<file path="src/rtl/maxnet_scheduler.sv">
// Round-robin front end that shares one Maxnet engine among four requesters.
// Grants one requester, starts the engine, waits for done under a watchdog, then answers.
module maxnet_scheduler #(
    parameter int W       = 5,
    parameter int TIMEOUT = 64
) (
    input  logic              clk,
    input  logic              rst,
    input  logic [3:0]        req,
    input  logic [16*W-1:0]   req_data,
    output logic [3:0]        gnt,
    output logic              busy,
    output logic              mx_start,
    output logic [W-1:0]      mx_X1,
    output logic [W-1:0]      mx_X2,
    output logic [W-1:0]      mx_X3,
    output logic [W-1:0]      mx_X4,
    input  logic              mx_done,
    input  logic [W-1:0]      mx_result,
    output logic              rsp_valid,
    output logic [1:0]        rsp_id,
    output logic [W-1:0]      rsp_result,
    output logic              rsp_timeout
);

    localparam int WCW = $clog2(TIMEOUT);

    typedef enum logic [1:0] {
        S_IDLE  = 2'd0,
        S_START = 2'd1,
        S_WAIT  = 2'd2,
        S_RESP  = 2'd3
    } state_t;

    state_t         r_state, w_state_next;
    logic [1:0]     r_ptr, w_ptr_next;
    logic [WCW-1:0] r_wcnt, w_wcnt_next;
    logic [3:0]     r_gnt, w_gnt_next;
    logic           r_busy, w_busy_next;
    logic           r_mx_start, w_mx_start_next;
    logic [4*W-1:0] r_ops, w_ops_next;
    logic           r_rsp_valid, w_rsp_valid_next;
    logic [1:0]     r_rsp_id, w_rsp_id_next;
    logic [W-1:0]   r_rsp_result, w_rsp_result_next;
    logic           r_rsp_timeout, w_rsp_timeout_next;

    logic [4*W-1:0] w_slot [4];
    logic [1:0]     w_win;

    generate
        for (genvar gi = 0; gi < 4; gi++) begin : g_slot
            assign w_slot[gi] = req_data[4*W*gi +: 4*W];
        end
    endgenerate

    // Scan offsets from far to near so the nearest requester above ptr wins.
    always_comb begin
        w_win = r_ptr;
        for (int i = 4; i >= 1; i--) begin
            if (req[r_ptr + 2'(i)]) begin
                w_win = r_ptr + 2'(i);
            end
        end
    end

    always_comb begin
        w_state_next       = r_state;
        w_ptr_next         = r_ptr;
        w_wcnt_next        = r_wcnt;
        w_gnt_next         = 4'b0000;
        w_mx_start_next    = 1'b0;
        w_ops_next         = r_ops;
        w_rsp_valid_next   = 1'b0;
        w_rsp_id_next      = r_rsp_id;
        w_rsp_result_next  = r_rsp_result;
        w_rsp_timeout_next = r_rsp_timeout;
        case (r_state)
            S_IDLE: begin
                if (|req) begin
                    w_state_next    = S_START;
                    w_ptr_next      = w_win;
                    w_ops_next      = w_slot[w_win];
                    w_rsp_id_next   = w_win;
                    w_gnt_next      = 4'b0001 << w_win;
                    w_mx_start_next = 1'b1;
                end
            end
            S_START: begin
                w_state_next = S_WAIT;
                w_wcnt_next  = '0;
            end
            S_WAIT: begin
                // The first WAIT cycle may still see the engine's previous done.
                if (mx_done && (r_wcnt != '0)) begin
                    w_state_next       = S_RESP;
                    w_rsp_valid_next   = 1'b1;
                    w_rsp_result_next  = mx_result;
                    w_rsp_timeout_next = 1'b0;
                end else if (r_wcnt == WCW'(TIMEOUT - 1)) begin
                    w_state_next       = S_RESP;
                    w_rsp_valid_next   = 1'b1;
                    w_rsp_result_next  = '0;
                    w_rsp_timeout_next = 1'b1;
                end else begin
                    w_wcnt_next = r_wcnt + WCW'(1);
                end
            end
            S_RESP: begin
                w_state_next = S_IDLE;
            end
            default: begin
                w_state_next = S_IDLE;
            end
        endcase
        w_busy_next = (w_state_next != S_IDLE);
    end

    always_ff @(posedge clk or negedge rst) begin
        if (!rst) begin
            r_state       <= S_IDLE;
            r_ptr         <= 2'd3;
            r_wcnt        <= '0;
            r_gnt         <= 4'b0000;
            r_busy        <= 1'b0;
            r_mx_start    <= 1'b0;
            r_ops         <= '0;
            r_rsp_valid   <= 1'b0;
            r_rsp_id      <= 2'd0;
            r_rsp_result  <= '0;
            r_rsp_timeout <= 1'b0;
        end else begin
            r_state       <= w_state_next;
            r_ptr         <= w_ptr_next;
            r_wcnt        <= w_wcnt_next;
            r_gnt         <= w_gnt_next;
            r_busy        <= w_busy_next;
            r_mx_start    <= w_mx_start_next;
            r_ops         <= w_ops_next;
            r_rsp_valid   <= w_rsp_valid_next;
            r_rsp_id      <= w_rsp_id_next;
            r_rsp_result  <= w_rsp_result_next;
            r_rsp_timeout <= w_rsp_timeout_next;
        end
    end

    assign gnt         = r_gnt;
    assign busy        = r_busy;
    assign mx_start    = r_mx_start;
    assign mx_X1       = r_ops[0*W +: W];
    assign mx_X2       = r_ops[1*W +: W];
    assign mx_X3       = r_ops[2*W +: W];
    assign mx_X4       = r_ops[3*W +: W];
    assign rsp_valid   = r_rsp_valid;
    assign rsp_id      = r_rsp_id;
    assign rsp_result  = r_rsp_result;
    assign rsp_timeout = r_rsp_timeout;

endmodule

</file>
<file path="config.mk">
export PLATFORM = sky130hd
export DESIGN_NAME = maxnet_scheduler
export DESIGN_NICKNAME = d
export VERILOG_FILES = /design/src/rtl/maxnet_scheduler.sv
export SDC_FILE = /design/constraint.sdc
export NUM_CORES = 1
export LEC_CHECK = 0
export CAP_MARGIN = 5
export CORE_MARGIN = 5
export CORE_UTILIZATION = 41
export CTS_CLUSTER_SIZE = 24
export DETAILED_ROUTE_END_ITERATION = 6
export GPL_ROUTABILITY_DRIVEN = 0
export HOLD_SLACK_MARGIN = 0.08
export PLACE_DENSITY = 0.89
export SLEW_MARGIN = 25
export SYNTH_ARGS = -nofsm -noshare
export SYNTH_HDL_FRONTEND = slang
export SYNTH_SLANG_ARGS = --single-unit
export TNS_END_PERCENT = 1
</file>
<file path="constraint.sdc">
create_clock -name clk -period 2.56 [get_ports clk]
set_clock_uncertainty 0.15 [all_clocks]
set_input_delay 0.512 -clock clk [delete_from_list [all_inputs] [get_ports clk]]
set_output_delay 0.512 -clock clk [all_outputs]
set_load 0.005 [all_outputs]
</file>
==> impl_results.md <==
- Min-Delay Path Class: input port to asynchronous set/reset pin
- 1st-iter DRT viols: 65
- RSZ-0062 raised after global routing: false
- Synth top area share: between 40 and 50%
- Insertion delay to the later sink of the worst-skew pair: between 0.2 and 0.3 ns
- Post-route ant nets: 0
- Number of global-route vias before repair: 2,623
- Syn_nets: 340
- Startpoint types: input port
- Worst reg2reg startpoint: r_ptr[0]$_DFFE_PN1P_
- Post-Route WL: 8170 um
- Switching share of power: a little under two fifths
- Setup CP Type: input port to flop
- Post-synth EDFFs: 0
- Max-slew headroom: 45.1%
- Wire length of the first global-routing pass: around 13,000 um
- Main synth FF type: dfrtp_1
- Maximum net fanout on the critical path: 16
- DRT Pass-1 Iters: 4
- Area growth from synthesis to layout: 57.5%
- Total core area: between 6000 and 7000 um2
- Leakage: about 0.0017 uW
- Hpwl dp: 6380 um
- Data required time at the worst endpoint: 2.59 ns
- DR vias/cell: ~5.5
- Period utilization: approximately 94%
- Synth area leader: dfrtp_1
- Pin count of the biggest net entering global routing: 29
- Yosys warning total: 0
- Main area contributors after synthesis: dfrtp_1 (41%), a211oi_2 (7.7%), mux2i_1 (7.7%), a211oi_1 (6.9%), o31a_1 (6.7%)
- CTS H-tree depth: 2
- Grt total ovfl: 0
- Share of power burned in registers: a little under 30%
- Worst Tran Pin Value: about 0.82 ns
- Row Count: 29
- # hold bufs at CTS: 0
- Max_cap viols: 0
- CTS max path bufs: 2
- N_diodes: 0
- Syn Inst Count: between 200 and 250
- Final Critical Period: between 2 and 2.5 ns
- Max stage delay on crit path: about 0.70 ns
- WP data arrival: roughly 2.4 ns
- Initial core utilization: between 40% and 50%
- Setup TNS: 0 ns
- Post-route insts no fill: approximately 450
- All-layer global routing usage: 20.8%
- Syn Std Cell Area: 2600 um2
- Die Span Y: between 80 and 90 um
- Max VDD drop: roughly 0.59 mV
- Yosys reg bits: 45
- Die Wd: 89.6 um
- Highest-delay cell along the critical path: nor3b_2
- # setup viols final: 0
- Switching power total: 1570 uW
- Clock sink count: 45
- Crit path cell chain: clkdlybuf4s50_1 -> nor3b_2 -> nor3_4 -> buf_4 -> a211oi_1 -> a211oi_2
- Internal power: roughly 2500 uW
- Number of CTS-inserted buffers: 5
- Postcts setup bufs: 0
- Pwr Density: around 1000 nW/um2
- Avg Cell Area, Syn: 10.7 um2
- Synth top cells by count: dfrtp_1 (43), nor2_1 (30), a211oi_1 (24)
- Tot Pwr: a little over 4000 uW
- Die area: 8030 um2
- Drc violations: 0
- Layout Nets: 470
- Worst-path clk slew: about 0.090 ns
- I/O Pins: between 100 and 150
- Critical path origin: req[0]
- Count of final max-slew check failures: 0
- Vias: ~2,500
- Most frequent cell after synthesis: dfrtp_1
- Clk pwr share: roughly 11%
- Routed length per placed instance: 18.1 um
- Asr flop ratio synth: between 90% and 100%
- I/O Buffers: around 130
- Distinct cells, synth: between 40 and 50
- Status: finished, final reports clean
- Root Buffer: clkbuf_8
- Ratio of cells with drive above 1 in the final layout: between 10% and 20%
- Sequential area share after synthesis: 43.4%
- Post-CTS Resized: 0
- Fin. Hold Viols: 0
- CTS tree: built
- Antenna violations before repair: 0
- Critical Path Sink Type: flop
- F_max: 417 MHz
- Placed Instances: between 400 and 500
- Logic pwr share: 59.8%
layout make-up:
cell class              instances  area [um2]
clock buffers                   7        86.3
well taps                      77        96.3
multi-input cells             172        1350
clock inverters                 1        7.51
repair buffers                141        1390
fillers                       507        2150
flip-flops and latches         45        1130
inverters                       9        33.8
metal layers:
metal / vias to the layer above / GRT usage [%] / part of all wire, %
met4: 0 / 8.93 / 2.3
met2: 87 / 35.1 / 51
met1: 1208 / 24.7 / 39
met5: - / 0 / 0
li1: 1188 / - / -
met3: 16 / 6.11 / 6.9
path summary, 6_finish.rpt:
path	endpoint	slack, ns	depth (start not counted)
max in group asynchronous	r_ops[3]$_DFFE_PN0P_	1.48	2
max	r_ops[17]$_DFFE_PN0P_	0.16	6
min	rsp_id[1]$_DFFE_PN0P_	0.08	1
min reg2reg	rsp_result[2]$_DFFE_PN0P_	0.37	1
max reg2reg	r_ops[17]$_DFFE_PN0P_	0.28	5
min in group clk	rsp_result[2]$_DFFE_PN0P_	0.37	1
cells by family (layout without fill, tap and decap cells):
| family | after synthesis | after routing | synth area share [%] |
|---|---|---|---|
| compound gates | 91 | 91 | 30.8 |
| fa+ha+maj | 4 | 4 | 1.93 |
| buf+inv | 27 | 158 | 5.15 |
| flops | 45 | 45 | 43.4 |
| mux | 21 | 21 | 8.13 |
| simple gates | 56 | 56 | 10.5 |
worst max-delay path, delay by kind of cell:
family | cells | cell delay, ns
compound gates | 2 | 0.40
buf+inv | 2 | 0.68
simple gates | 2 | 0.83
power groups by stage:
stage / Combinational [uW] / Clock [uW] / Sequential [uW]
floorplan: 1390 / 0 / 1200
CTS: 2490 / 472 / 1190
detailed placement: 2490 / 0 / 1200
global placement: 2390 / 0 / 1190
global route: 2680 / 504 / 1230
finish: 2460 / 461 / 1190
flip-flops by register name (all words and copies together) (netlist names):
register     flops
rsp_result       5
busy             1
rsp_id           2
rsp_valid        1
r_wcnt           6
mx_start         1
r_state          2
r_ptr            2
r_ops           20
gnt              4
rsp_timeout      1
per-stage QoR:
| step | hold WS, ns | setup WS, ns | utilization (%) | instance area (um2) |
|---|---|---|---|---|
| 4_1_cts | 0.0804 | 0.187 | 65.6 | 4100 |
| 5_1_grt | 0.113 | 0.0706 | 65.6 | 4100 |
| 2_1_floorplan | 0.0664 | 0.640 | - | 2600 |
| 3_3_place_gp | 0.340 | -0.0512 | 64.1 | 4000 |
| 6_report | 0.0764 | 0.160 | 65.6 | 4100 |
| 3_5_place_dp | 0.349 | -0.147 | 64.1 | 4000 |
layout by cell type, fill, tap and decap left out, types with 4 or more instances in the layout:
| cell type | synthesis | layout |
|---|---|---|
| clkdlybuf4s50_1 | 0 | 125 |
| dfrtp_1 | 43 | 43 |
| nor2_1 | 30 | 30 |
| a211oi_1 | 24 | 24 |
| mux2i_1 | 20 | 20 |
| o31a_1 | 20 | 20 |
| a211oi_2 | 16 | 16 |
| buf_4 | 0 | 13 |
| inv_1 | 9 | 9 |
| a22o_1 | 7 | 7 |
| and3_1 | 6 | 6 |
| clkbuf_8 | 0 | 6 |
| nand3_1 | 5 | 5 |
| a21oi_1 | 5 | 5 |
| o21ai_1 | 4 | 4 |
| ha_1 | 4 | 4 |
Power figures use the tool's default switching activity.
==> variant, RTL diff (same flow settings) <==
Set the parameter `W` to 7 (it was 5).
--- a/src/rtl/maxnet_scheduler.sv
+++ b/src/rtl/maxnet_scheduler.sv
@@ -2,5 +2,5 @@
 // Grants one requester, starts the engine, waits for done under a watchdog, then answers.
 module maxnet_scheduler #(
-    parameter int W       = 5,
+    parameter int W       = 7,
     parameter int TIMEOUT = 64
 ) (
Ports: changed (7 resized); port bits go from 127 to 171. The function was not compared with the original's and may differ.
==> variant against the original RTL <==
Total power is 37% higher; cell area is 36% higher; routed wire length is 37% higher; fmax is 9.9% higher; worst setup slack better by 0.22 ns; clock power is 11% higher; non-clock buffer count is 51 higher; first-iteration DRC count is 23% higher; synthesized area is 34% higher; sequential share of layout area is 2.8 points lower; sequential cell count is 10 higher; combinational power is 47% higher; critical path depth is 2 higher.
==> variant: results (changes against the original RTL) <==
----------------------------------------------------
[Synthesis]
  Top_reg_cell synth ... dfrtp_1 (unchanged)
  Number of nets produced by synthesis ... 431 (was 340)
  Total of warnings raised by yosys ... 0 (unchanged)
  Ranking of synthesized cells by area ... dfrtp_1, a221oi_2, a211oi_2 (was dfrtp_1, a211oi_2, mux2i_1)
  Adder and majority gate portion of the synthesized area ... 0.0144 (was 0.0192)
  Count of distinct cell types in the synthesized netlist ... 45 (was 42)
  Compound-gate portion of the synthesized area ... 0.301 (was 0.308)
  Synthesized-area fraction occupied by xor and xnor cells ... 0 (unchanged)
  Sequential element share of the synthesized area ... 0.396 (was 0.434)
  Commonest cells in the netlist ... dfrtp_1, nor2_1, a221oi_2, mux2i_1, nor2b_1 (was dfrtp_1, nor2_1, a211oi_1, mux2i_1, o31a_1)
  Multiplexer share of the synthesized area ... 0.0837 (was 0.0813)
  Fraction of registers with async set/reset ... 1.00 (unchanged)

[Power and ir drop]
  Maximum vdd drop ... 0.000536 V (was 0.000591 V)
  Static leakage ... 2.29 nW (was 1.67 nW)

[GRT]
  Antenna violations before repair ... 0 (unchanged)
  Vias in the first global route ... 3466 (was 2623)
  Largest net degree at the start of global routing ... 32 (was 29)
  First-pass GRT wire length ... 17.3 mm (was 12.8 mm)
  Global-route usage over all layers ... 0.211 (was 0.208)

[Clocking]
  Number of buffers on the longest clock path ... 2 (unchanged)
  CTS buffer count ... 5 (unchanged)
  H-tree Lvls ... 2 (unchanged)
  Number of buffers inserted to repair setup after CTS ... 0 (unchanged)
  Number of gates resized after cts ... 0 (unchanged)
  Hold_buf cts ... 1 (was 0)
  Clock-pin slew of the registers on the worst-case setup and hold paths ... 0.11 ns (was 0.09 ns)
  Clock latency on the worst-skew pair ... 0.31 ns (was 0.29 ns)
  Clock Tree Root ... clkbuf_8 (unchanged)

[Routing]
  Number of detailed-routing iterations run before antenna repair ... 4 (unchanged)
  1st-iter DRT viols ... 80 (was 65)
  Via-to-Cell Ratio ... 5.48 (was 5.53)
  Wire length reported by the detailed router ... 11.2 mm (was 8.17 mm)

[Finish]
  Diode count ... 0 (unchanged)
  Share of layout cells above drive strength 1 ... 0.209 (was 0.131)
  Final #Nets ... 608 (was 470)
  Largest Register ... r_ops (unchanged)
  Largest register FFs ... 28 (was 20)
  # fillers ... 642 (was 507)

[Placement]
  Post-DP HPWL ... 8.81 mm (was 6.38 mm)
  Count of buffers from port buffering ... 170 (was 126)
  Setup WS pre-CTS ... 0.0100 ns (was -0.147 ns)

[Timing]
  Rel. slew slack ... 0.569 (was 0.451)

[Min path]
  Min-delay worst type ... flop to flop (was input pin to async pin)

[Setup path]
  Maximum fanout count along the critical path ... 17 (was 16)
  Crit path arrival time ... 2.23 ns (was 2.43 ns)

[Status]
  Result of the run ... complete, no violations (unchanged)

----------------------------------------------------
## variant: cells by family after synthesis
group / Yosys count
simple gates: 93
flops: 55
mux: 29
compound gates: 89
fa+ha+maj: 4
buf+inv: 31
## variant: per-layer routing
metal / share of wire / GRT usage / vias to the layer above
met1: 0.39 / 0.245 / 1549
met5: 0 / 0 / -
met3: 0.087 / 0.0628 / 16
li1: - / - / 1487
met4: 0.013 / 0.0484 / 0
met2: 0.51 / 0.381 / 148
## variant: final timing paths
| kind | from | end | slack, ns | cells past startpoint |
|---|---|---|---|---|
| hold reg to reg | rsp_result[1] | rsp_result[1] | 0.38 | 1 |
| hold / removal | rsp_result[1] | rsp_result[1] | 0.38 | 1 |
| min in group asynchronous | rst | r_ops[18] | 0.60 | 2 |
| setup reg to reg | r_wcnt[0] | r_wcnt[0] | 0.43 | 7 |
| setup / recovery | req[1] | r_ops[24] | 0.38 | 8 |
| max in group asynchronous | rst | r_ptr[0] | 0.98 | 3 |
## variant: metrics by stage
stage / instance area [µm²] / std cells / utilization / hold slack [ns]
after floorplan: 3480 / 301 / - / 0.0664
after global placement: 5480 / 575 / 0.663 / 0.334
after detailed placement: 5480 / 575 / 0.663 / 0.344
after CTS: 5580 / 584 / 0.675 / 0.384
after global routing: 5580 / 584 / 0.675 / 0.410
final: 5580 / 584 / 0.675 / 0.382
## variant: worst max-delay path, stage by stage
cell and delay [ns]:
clkdlybuf4s50_1 0.48, nand2b_1 0.18, a21oi_4 0.09, buf_12 0.14, nor3_4 0.21, buf_12 0.21, mux2i_1 0.29, a211oi_2 0.11
## variant: area by class of cell
class | count | area (µm²) | area share
Tap cell | 105 | 131 | 0.0236
Sequential cell | 55 | 1380 | 0.247
Clock inverter | 3 | 22.5 | 0.00404
Timing Repair Buffer | 192 | 2010 | 0.361
Inverter | 9 | 33.8 | 0.00606
Multi-Input combinational cell | 215 | 1930 | 0.346
Clock buffer | 5 | 68.8 | 0.0123
## variant: where the power goes
group	internal, mW	leakage [nW]	total [mW]	switching, mW
clock network	0.199	0.0489	0.512	0.313
registers	1.27	0.653	1.50	0.230
logic	1.90	1.59	3.61	1.71
